`src/rtl/eth_frame_writer.sv`:
```
// rtl/eth_frame_writer.sv - one Ethernet header beat, then len buffered payload bytes onto an 8-bit stream
// Optional feature macro: ETH_MIN_PAD_EN (zero-pad short payloads up to 46 bytes)
module eth_frame_writer #(
  parameter int ADDR_W = 8,
  parameter int LEN_W  = 16
) (
  input  logic              clk,
  input  logic              rst,
  input  logic              start,
  input  logic [LEN_W-1:0]  len,
  input  logic [ADDR_W-1:0] base_addr,
  input  logic [47:0]       dest_mac,
  input  logic [47:0]       src_mac,
  input  logic [15:0]       eth_type,
  output logic              busy,
  output logic              done,
  output logic [ADDR_W-1:0] mem_raddr,
  input  logic [7:0]        mem_rdata,
  output logic              m_eth_hdr_valid,
  input  logic              m_eth_hdr_ready,
  output logic [47:0]       m_eth_dest_mac,
  output logic [47:0]       m_eth_src_mac,
  output logic [15:0]       m_eth_type,
  output logic [7:0]        m_axis_tdata,
  output logic              m_axis_tvalid,
  input  logic              m_axis_tready,
  output logic              m_axis_tlast,
  output logic              m_axis_tuser
);

  typedef enum logic [2:0] {S_IDLE, S_HDR, S_FETCH, S_SEND, S_FIN} state_t;
  state_t r_state, w_next;

  logic [LEN_W-1:0]  r_len, r_idx;
  logic [ADDR_W-1:0] r_base;
  logic [7:0]        r_tdata;
  logic              r_hold;
  logic [47:0]       r_dest_mac, r_src_mac;
  logic [15:0]       r_eth_type;

  logic [LEN_W-1:0]  w_total, w_idx_inc;
  logic              w_pad, w_last, w_beat;

`ifdef ETH_MIN_PAD_EN
  localparam logic [LEN_W-1:0] MIN_PAYLOAD = LEN_W'(46);
  assign w_total = (r_len < MIN_PAYLOAD) ? MIN_PAYLOAD : r_len;
  assign w_pad   = (r_idx >= r_len);
`else
  assign w_total = r_len;
  assign w_pad   = 1'b0;
`endif

  assign w_idx_inc = r_idx + 1'b1;
  assign w_last    = (r_idx == w_total - 1'b1);
  assign w_beat    = (r_state == S_SEND) && m_axis_tready;

  assign m_eth_dest_mac = r_dest_mac;
  assign m_eth_src_mac  = r_src_mac;
  assign m_eth_type     = r_eth_type;
  assign m_axis_tuser   = 1'b0;

  always_ff @(posedge clk) begin
    if (rst) r_state <= S_IDLE;
    else     r_state <= w_next;
  end

  always_comb begin
    w_next          = r_state;
    busy            = (r_state != S_IDLE);
    done            = 1'b0;
    m_eth_hdr_valid = 1'b0;
    m_axis_tvalid   = 1'b0;
    m_axis_tlast    = 1'b0;
    m_axis_tdata    = 8'h00;
    mem_raddr       = '0;
    case (r_state)
      S_IDLE: begin
        if (start) w_next = (len == '0) ? S_FIN : S_HDR;
      end
      S_HDR: begin
        m_eth_hdr_valid = 1'b1;
        if (m_eth_hdr_ready) w_next = S_FETCH;
      end
      S_FETCH: begin
        mem_raddr = r_base + r_idx[ADDR_W-1:0];
        w_next    = S_SEND;
      end
      S_SEND: begin
        // First SEND cycle forwards the fresh read; later stall cycles replay the captured byte.
        m_axis_tvalid = 1'b1;
        m_axis_tlast  = w_last;
        if (!w_pad) m_axis_tdata = r_hold ? r_tdata : mem_rdata;
        if (m_axis_tready) begin
          if (w_last)                 w_next = S_FIN;
          else if (w_idx_inc < r_len) w_next = S_FETCH;
          else                        w_next = S_SEND;
        end
      end
      S_FIN: begin
        done   = 1'b1;
        w_next = S_IDLE;
      end
      default: w_next = S_IDLE;
    endcase
  end

  always_ff @(posedge clk) begin
    if (rst) begin
      r_len      <= '0;
      r_idx      <= '0;
      r_base     <= '0;
      r_tdata    <= '0;
      r_hold     <= 1'b0;
      r_dest_mac <= '0;
      r_src_mac  <= '0;
      r_eth_type <= '0;
    end else begin
      if (r_state == S_IDLE && start && len != '0) begin
        r_len      <= len;
        r_base     <= base_addr;
        r_idx      <= '0;
        r_hold     <= 1'b0;
        r_dest_mac <= dest_mac;
        r_src_mac  <= src_mac;
        r_eth_type <= eth_type;
      end
      if (r_state == S_FETCH) r_hold <= 1'b0;
      if (r_state == S_SEND && !r_hold && !w_pad) begin
        r_tdata <= mem_rdata;
        r_hold  <= 1'b1;
      end
      if (w_beat) begin
        r_hold <= 1'b0;
        r_idx  <= w_last ? '0 : w_idx_inc;
      end
    end
  end

endmodule
```
`config.mk`:
```
export PLATFORM = sky130hd
export DESIGN_NAME = eth_frame_writer
export DESIGN_NICKNAME = d
export VERILOG_FILES = /design/src/rtl/eth_frame_writer.sv
export SDC_FILE = /design/constraint.sdc
export NUM_CORES = 1
export LEC_CHECK = 0
export BUFFER_PORTS_ARGS = -buffer_cell sky130_fd_sc_hd__buf_2
export CAP_MARGIN = 25
export CORE_ASPECT_RATIO = 0.9
export CORE_MARGIN = 2
export CORE_UTILIZATION = 50
export CTS_CLUSTER_SIZE = 25
export DETAILED_ROUTE_END_ITERATION = 6
export GPL_ROUTABILITY_DRIVEN = 0
export PLACE_DENSITY = 0.82
export SLEW_MARGIN = 25
export SYNTH_ARGS = -nofsm -noshare
export SYNTH_HDL_FRONTEND = slang
export SYNTH_SLANG_ARGS = --single-unit
```
`constraint.sdc`:
```
create_clock -name clk -period 3.8 [get_ports clk]
set_clock_uncertainty 0.05 [all_clocks]
set_input_delay 0.57 -clock clk [delete_from_list [all_inputs] [get_ports clk]]
set_output_delay 0.57 -clock clk [all_outputs]
set_load 0.02 [all_outputs]
```
==> results of run 1 <==
==> cell families (layout without fill, tap and decap cells) <==
kind of cell / after synthesis / in the layout / synth area share, %
compound gates: 211 / 211 / 15.4
xor+xnor: 39 / 39 / 4.48
fa+ha+maj: 26 / 26 / 4.36
buf+inv: 95 / 344 / 5.25
flops: 164 / 164 / 43.1
mux: 10 / 10 / 1.31
other cells: 1 / 3 / 0.0492
simple gates: 450 / 450 / 26.1
==> power by group <==
| group | internal (µW) | leakage [µW] | total [µW] | switching (µW) |
|---|---|---|---|---|
| registers | 1840 | 0.00134 | 1930 | 89.5 |
| logic | 323 | 0.00279 | 889 | 567 |
| clock network | 899 | 0.000292 | 1710 | 806 |
==> through the flow <==
stage               hold slack (ns)  utilization, %  total power (µW)
global route                  0.300            65.2              4730
global placement              0.388            61.2              2820
CTS                           0.306            65.2              4550
detailed placement            0.393            61.2              2850
finish                        0.321            65.3              4530
floorplan                     0.386               -              2540
==> critical path, cell delays in order (launching register included) <==
cell and delay, ns:
dfxtp_1 0.39, inv_1 0.15, ha_1 0.22, or3b_2 0.49, nor2_1 0.14, a41oi_1 0.15, nor3_1 0.30, nand4_2 0.17
buf_4 0.24, nor2_1 0.11, buf_2 0.17
==> worst paths after layout <==
path                  from                end  slack [ns]  depth (start not counted)
min            src_mac[16]  m_eth_src_mac[16]        0.32                          3
max reg2reg       r_idx[1]         r_state[0]        0.68                         11
max               r_len[1]       m_axis_tlast        0.24                         10
min reg2reg  m_eth_type[8]      m_eth_type[8]        0.40                          2
==> flip-flops by register name, summed over array words and instances, names as in the netlist <==
name and count:
r_state 3, r_idx 16, m_eth_type 16, r_tdata 8, m_eth_src_mac 48, r_base 8
r_len 16, m_eth_dest_mac 48, r_hold 1
==> cell type report <==
type / count / area (µm²) / area share, %
clock inverters: 14 / 155 / 1.60
well taps: 198 / 248 / 2.56
flip-flops and latches: 164 / 3280 / 34.0
diodes: 2 / 5.00 / 0.0518
repair buffers: 289 / 1490 / 15.4
inverters: 23 / 86.3 / 0.893
multi-input cells: 737 / 3960 / 40.9
clock buffers: 18 / 439 / 4.54
==> cell usage in the layout (no fill, tap or decap), types with 5 or more instances in the layout <==
cell       netlist  routed
nand4b_1         5       5
nor2_1          36      36
nor3_1          15      15
mux2i_1         10      10
o21ai_0          7       7
nand3_1         15      14
nor4_1           9       9
and2_1           6       6
buf_4            4       7
nand2b_1         6       6
buf_2            2     280
nand2_1        322     322
a21oi_1        165     165
nor2b_1          5       5
xor2_1          20      20
clkbuf_16        0      17
ha_1            25      25
dfxtp_1        164     164
xnor2_1         19      19
inv_1           23      23
==> per-layer routing <==
layer  up-vias  track usage, %  wire length, µm
met5         -               0                0
met4         0            9.67              452
met3        38            8.69             1510
met2       242            48.1            11200
met1      3498            29.1             8700
li1       3787               -                -
==> impl_metrics.csv, run 1 <==
group,metric,value,unit
floorplan,ioPinCount,283,
placed_design,dpl_worst_slack,0.779,ns
global_routing,grt_antenna_before_repair,1,
detailed_routing,viasPerCell,5.24,
setup_path,worstSetupPathType,"reg -> out",
sta,max_freq,281,MHz
sta,report.final.slew_viol_count,0,
clock_tree,cts_hold_buf,0,
synthesis,ys_seq_area_share,43.1,%
synthesis,syn-cell-area,7630,µm²
floorplan,initial_core_util,51.5,%
sta,timing.setup.tns,0,ns
detailed_routing,via_count,7565,
clock_tree,cts_tree,"yes",
setup_path,cp-end-kind,"output pin",
synthesis,ys_seq_elements,164,
clock_tree,postCtsSetupBuffers,0,
final_layout,drive_gt1_share,27.8,%
floorplan,die_area,16300,µm²
global_routing,grt_pass1_wl,34.7,mm
power,power.leakage,0.00443,µW
clock_tree,numCtsBuffers,17,
final_layout,instances_no_fill,1445,
power,irDropWorstVdd,0.000426,V
detailed_routing,first_iter_violations,400,
global_routing,gr-total-overflow,0,
placed_design,dp_cells,1411,
sta,fin_ws,0.241,ns
clock_tree,cts_max_level,4,
sta,period_share,93.7,%
synthesis,ys.warnings.count,0,
sta,setup_viol,0,
final_layout,fillerInstances,1301,
placed_design,hpwl,15.4,mm
synthesis,async_reset_ff_share,0,%
synthesis,synth_common_cells,"nand2_1 (322), a21oi_1 (165), dfxtp_1 (164), clkbuf_1 (59), nor2_1 (36)",
sta,rsz0062_at_grt,"no",
sta,finalCriticalPeriod,3.56,ns
setup_path,critPathMaxFanout,16,
synthesis,syn_inst,996,
floorplan,core_area,14800,µm²
floorplan,chipWidth,134,µm
detailed_routing,ant_nets,0,
synthesis,yosysMostFrequentCell,"nand2_1",
sta,hold_viol,0,
setup_path,required,3.18,ns
run_status,status,"complete, no violations",
floorplan,die_h,121,µm
final_layout,postLayoutCellArea,9670,µm²
setup_path,crit_path_start_kind,"flip-flop",
synthesis,synth_cell_types,62,
synthesis,synth_area_leaders,"dfxtp_1 (43%), nand2_1 (16%), a21oi_1 (11%)",
synthesis,syn_area_per_cell,7.66,µm²
detailed_routing,avgRoutedWirePerCell,15.2,µm
synthesis,synth_flop_cell,"dfxtp_1",
clock_tree,clkSinkCount,164,
clock_tree,ctsLongestPathBuffers,2,
setup_path,crit_arrival,2.94,ns
global_routing,grt_max_degree,100,
clock_tree,worstSkewPairLatency,0.42,ns
synthesis,synth-edff-count,0,
clock_tree,root_buffer,"clkbuf_16",
detailed_routing,dr.pass1.iters,5,
detailed_routing,drc,0,
job,cap_viol_max_count,0,
hold_path,hp-class,"in -> reg",
global_routing,grt_pass1_vias,7324,
clock_tree,cts_resized,0,
clock_tree,path_clk_slew,0.08,ns
floorplan,rows,42,
placed_design,io_buffers,281,
final_layout,syn_to_final_growth,26.8,%
synthesis,yosysTopAreaCell,"dfxtp_1",
detailed_routing,routed_wl,21.9,mm
sta,slew_headroom,49.0,%
sta,tightest_slew,0.763,ns
power,power_density,468,nW/µm²
synthesis,synth_top_area_share,43.1,%
global_routing,gr-usage-all-layers,26.6,%
placed_design,postPlaceCellArea,9070,µm²
synthesis,synthesis.nets,1171,
final_layout,layout.nets,1407,
Note: power is estimated with default switching activity, not from simulation.
==> run 2, diff against run 1 <==
--- a/config.mk
+++ b/config.mk
@@ -8,11 +8,11 @@
 export BUFFER_PORTS_ARGS = -buffer_cell sky130_fd_sc_hd__buf_2
 export CAP_MARGIN = 25
 export CORE_ASPECT_RATIO = 0.9
-export CORE_MARGIN = 2
 export CORE_UTILIZATION = 50
 export CTS_CLUSTER_SIZE = 25
 export DETAILED_ROUTE_END_ITERATION = 6
 export GPL_ROUTABILITY_DRIVEN = 0
+export HOLD_SLACK_MARGIN = 0.03
 export PLACE_DENSITY = 0.82
 export SLEW_MARGIN = 25
 export SYNTH_ARGS = -nofsm -noshare
==> constraint.sdc (replaced) <==
create_clock -name clk -period 3.5 [get_ports clk]
set_clock_uncertainty 0.05 [all_clocks]
set_input_delay 0.525 -clock clk [delete_from_list [all_inputs] [get_ports clk]]
set_output_delay 0.525 -clock clk [all_outputs]
set_load 0.02 [all_outputs]
==> run 2 against run 1 <==
  * Core utilization up 0.059 points
  * Via count unchanged
  * Final cell count about the same
  * Sequential power up 9%
  * Combinational power up 8.2%
  * Clock power up 11%
  * Routed wire length down 2.3%
  * Largest cell class unchanged
  * Highest routed layer unchanged
==> impl_metrics.csv, run 2 (synthesis gave the netlist of run 1 again) <==
group,metric,value,unit
detailed_routing,via_count,7565,
clock_tree,numCtsBuffers,17,
clock_tree,cts_tree,"yes",
sta,hold_viol,0,
setup_path,cp-end-kind,"output pin",
final_layout,syn_to_final_growth,26.9,%
setup_path,crit_chain,"inv_1 -> ha_1 -> nor3b_4 -> nor4_1 -> a31o_2 -> a311o_1 -> nand4_2 -> nor2_1 -> buf_2",
clock_tree,ctsLongestPathBuffers,2,
sta,tightest_slew,0.725,ns
final_layout,instances_no_fill,1444,
setup_path,slowest_delay,0.40,ns
hold_path,hp-class,"in -> reg",
setup_path,crit_arrival,2.61,ns
clock_tree,clkSinkCount,164,
detailed_routing,drc,0,
job,cap_viol_max_count,0,
setup_path,crit_path_start_kind,"flip-flop",
final_layout,final_common_cell,"nand2_1",
sta,max_freq,314,MHz
setup_path,reg2reg_depth,11,
detailed_routing,routed_wl,21.4,mm
power,power_density,513,nW/µm²
detailed_routing,ant_nets,0,
setup_path,crit_slowest_cell,"a311o_1",
power,total_power,4960,µW
placed_design,io_buffers,281,
floorplan,ioPinCount,283,
final_layout,layout.nets,1407,
final_layout,fillerInstances,1301,
clock_tree,cts_max_level,4,
hold_path,hold_depth,3,
power,power.leakage,0.00443,µW
placed_design,dp_cells,1411,
clock_tree,cts_resized,0,
power,irDropWorstVdd,0.000395,V
sta,setup_viol,0,
floorplan,rows,42,
placed_design,hpwl,15.1,mm
final_layout,most-common-layout-cells,"nand2_1 (322), buf_2 (280), a21oi_1 (165), dfxtp_1 (164), nor2_1 (36)",
detailed_routing,dr.pass1.iters,5,
floorplan,die_h,119,µm
final_layout,regArea,3280,µm²
global_routing,gr-total-overflow,0,
sta,slew_headroom,51.6,%
global_routing,gr-usage-all-layers,27.1,%
floorplan,chipWidth,132,µm
sta,finalCriticalPeriod,3.19,ns
detailed_routing,viasPerCell,5.24,
detailed_routing,first_iter_violations,384,
sta,report.final.slew_viol_count,0,
setup_path,critPathMaxFanout,7,
clock_tree,worstSkewPairLatency,0.43,ns
clock_tree,root_buffer,"clkbuf_16",
setup_path,required,2.92,ns
clock_tree,path_clk_slew,0.07,ns
global_routing,grt_pass1_wl,34.4,mm
final_layout,multi_input_area,3960,µm²
sta,period_share,91.1,%
floorplan,initial_core_util,51.5,%
clock_tree,postCtsSetupBuffers,0,
sta,rsz0062_at_grt,"no",
clock_tree,cts_hold_buf,0,
global_routing,grt_max_degree,111,
global_routing,grt_pass1_vias,7257,
sta,timing.setup.tns,0,ns
global_routing,grt_antenna_before_repair,1,
final_layout,drive_gt1_share,27.7,%
detailed_routing,avgRoutedWirePerCell,14.8,µm
setup_path,worstSetupPathType,"reg -> out",
floorplan,core_area,14800,µm²
floorplan,die_area,15800,µm²
run_status,status,"complete, no violations",
## run 2: final timing paths
path	startpoint	end	slack [ns]
max	r_len[1]	m_axis_tlast	0.31
min	src_mac[18]	m_eth_src_mac[18]	0.27
max reg2reg	r_idx[1]	r_state[0]	0.34
min reg2reg	m_eth_src_mac[10]	m_eth_src_mac[10]	0.40
## run 2: where the power goes
part | leakage [µW] | switching, µW | internal [µW]
combinational | 0.00280 | 609 | 352
clock | 0.000292 | 828 | 1080
sequential | 0.00134 | 95.2 | 2000
total | 0.00443 | 1530 | 3430
## run 2: final cells by class
class / count / area share, %
sequential: 164 / 33.9
timing repair buffer: 289 / 15.6
multi-input combinational: 737 / 40.9
antenna: 1 / 0.0259
tap: 198 / 2.56
inverter: 23 / 0.892
clock inverter: 14 / 1.69
clock buffer: 18 / 4.43
## run 2: worst max-delay path, delay by kind of cell (launching register included)
| kind | cells | cell delay (ns) |
|---|---|---|
| AND/OR/NAND/NOR | 4 | 0.69 |
| AO/OA/AOI/OAI | 2 | 0.64 |
| flip-flops | 1 | 0.38 |
| buffers and inverters | 2 | 0.27 |
| adder cells (fa/ha/maj) | 1 | 0.20 |
## run 2: metal layers
layer	vias to the layer above	global-route usage (%)	wire length, µm
met5	-	0	0
met4	0	13.4	692
met3	61	7.58	1380
met2	245	46.6	10600
met1	3484	31.0	8780
li1	3775	-	-
## run 2: metrics by stage
stage	cell area [µm²]	utilization, %	hold slack, ns	setup slack (ns)
3_5_place_dp	9080	61.3	0.393	0.414
5_1_grt	9680	65.3	0.266	0.0608
4_1_cts	9680	65.3	0.260	0.319
2_1_floorplan	7630	-	0.386	0.703
6_report	9680	65.3	0.274	0.312
3_3_place_gp	9080	61.3	0.388	0.574
==> run 3, diff against run 2 <==
==> constraint.sdc (replaced) <==
create_clock -name clk -period 3.5 [get_ports clk]
set_clock_uncertainty 0.05 [all_clocks]
set_input_delay 0.35 -clock clk [delete_from_list [all_inputs] [get_ports clk]]
set_output_delay 0.35 -clock clk [all_outputs]
set_load 0.02 [all_outputs]
==> run 3 against run 2 <==
  * Clock power down 6%
  * Worst hold slack worse by 0.17 ns
  * Maximum frequency down 1.1%
  * Cell area down 0.40%
  * Setup slack worse by 0.037 ns
  * Core utilization down 0.26 points
  * Count of clock-buffer cells in the layout up 2
  * Sequential share of layout area up 0.14 points
  * Sequential power about the same
  * Non-clock buffer count up 1
  * Largest power group unchanged
==> impl_metrics.csv, run 3 (synthesis gave the netlist of run 1 again) <==
group,metric,value,unit
sta,setup_viol,0,
placed_design,io_buffers,281,
setup_path,reg2reg_depth,11,
power,power.leakage,0.00440,µW
global_routing,grt_pass1_vias,7336,
clock_tree,postCtsSetupBuffers,0,
floorplan,ioPinCount,283,
final_layout,syn_to_final_growth,26.4,%
global_routing,grt_antenna_before_repair,2,
detailed_routing,first_iter_violations,513,
power,total_power,4850,µW
clock_tree,clkSinkCount,164,
global_routing,gr-usage-all-layers,26.9,%
job,cap_viol_max_count,0,
sta,timing.setup.tns,0,ns
setup_path,critPathMaxFanout,6,
setup_path,crit_arrival,3.45,ns
sta,finalCriticalPeriod,3.22,ns
clock_tree,cts_resized,0,
final_layout,instances_no_fill,1446,
placed_design,dp_cells,1412,
hold_path,hp-class,"in -> reg",
clock_tree,worstSkewPairLatency,0.42,ns
final_layout,fillerInstances,1303,
detailed_routing,drc,0,
setup_path,cp-end-kind,"flip-flop",
setup_path,r2r_start,"r_idx[1]",
sta,max_freq,310,MHz
detailed_routing,ant_nets,0,
sta,tightest_slew,0.786,ns
global_routing,grt_max_degree,76,
clock_tree,ctsLongestPathBuffers,2,
clock_tree,cts_max_level,4,
sta,period_share,92.1,%
floorplan,chipWidth,132,µm
floorplan,die_area,15800,µm²
setup_path,cp-endpoint,"r_state[0]",
power,power_density,503,nW/µm²
setup_path,critPathLaunch,"r_idx[1]",
final_layout,layout.nets,1408,
detailed_routing,via_count,7604,
sta,rsz0062_at_grt,"no",
final_layout,most-common-layout-cells,"nand2_1 (322), buf_2 (280), a21oi_1 (165), dfxtp_1 (164), nor2_1 (36)",
clock_tree,cts_hold_buf,0,
setup_path,worstReg2RegEnd,"r_state[0]",
setup_path,worstSetupPathType,"reg -> reg",
sta,report.final.slew_viol_count,0,
final_layout,final_common_cell,"nand2_1",
final_layout,drive_gt1_share,27.6,%
setup_path,required,3.73,ns
floorplan,rows,42,
floorplan,core_area,14800,µm²
final_layout,utilization,65.1,%
floorplan,initial_core_util,51.5,%
power,irDropWorstVdd,0.000540,V
placed_design,hpwl,15.1,mm
detailed_routing,dr.pass1.iters,4,
detailed_routing,viasPerCell,5.26,
setup_path,rrSetupSlack,0.28,ns
clock_tree,root_buffer,"clkbuf_16",
setup_path,crit_path_start_kind,"flip-flop",
detailed_routing,avgRoutedWirePerCell,14.8,µm
sta,slew_headroom,47.5,%
clock_tree,numCtsBuffers,17,
clock_tree,cts_tree,"yes",
global_routing,gr-total-overflow,0,
run_status,status,"complete, no violations",
floorplan,die_h,119,µm
sta,hold_viol,0,
clock_tree,path_clk_slew,0.07,ns
global_routing,grt_pass1_wl,34.3,mm
detailed_routing,routed_wl,21.3,mm
## run 3: worst min-delay path by stage
stage | slack (ns) | to | from | cells after the start
after floorplan | 0.39 | r_tdata[0] | r_tdata[0] | 2
after global placement | 0.39 | m_eth_dest_mac[8] | m_eth_dest_mac[8] | 2
after detailed placement | 0.39 | m_eth_dest_mac[17] | m_eth_dest_mac[17] | 2
after CTS | 0.09 | m_eth_dest_mac[17] | dest_mac[17] | 3
after global routing | 0.1 | m_eth_src_mac[28] | src_mac[28] | 3
final | 0.10 | m_eth_dest_mac[18] | dest_mac[18] | 3
## run 3: cell type report
class / count / area [µm²] / share of cell area (%)
sequential: 164 / 3280 / 34.1
multi-input combinational: 737 / 3960 / 41.1
clock inverter: 12 / 120 / 1.25
inverter: 23 / 86.3 / 0.896
tap: 198 / 248 / 2.57
clock buffer: 20 / 437 / 4.53
timing repair buffer: 290 / 1500 / 15.6
antenna: 2 / 5.00 / 0.0519
## run 3: report_power, final
part	total, µW	switching, µW	internal, µW
clock	1790	800	993
sequential	2100	96.0	2000
combinational	962	610	352
## run 3: per-stage QoR
step / area [µm²] / hold WS (ns) / worst slack [ns]
floorplan: 7630 / 0.386 / 0.703
global placement: 9080 / 0.388 / 0.506
detailed placement: 9080 / 0.393 / 0.381
CTS: 9640 / 0.0931 / 0.329
global route: 9640 / 0.0968 / 0.0209
finish: 9640 / 0.103 / 0.275
## run 3: critical path, stage by stage (launching register included)
cell,delay (ns)
dfxtp_1,0.47
ha_1,0.29
nand3_1,0.20
nor2_1,0.43
nand3_1,0.25
nor2_1,0.18
xor2_1,0.23
ha_1,0.29
a21o_1,0.18
a211oi_1,0.22
a21boi_0,0.22
o41ai_1,0.08
## run 3: metal layers
layer	share of wire (%)	vias up	global-route usage (%)	routed length (µm)
li1	-	3783	-	-
met2	51	282	47.0	10800
met3	7.4	36	7.83	1570
met4	2.1	0	12.1	452
met1	40	3503	30.2	8500
met5	0	-	0	0
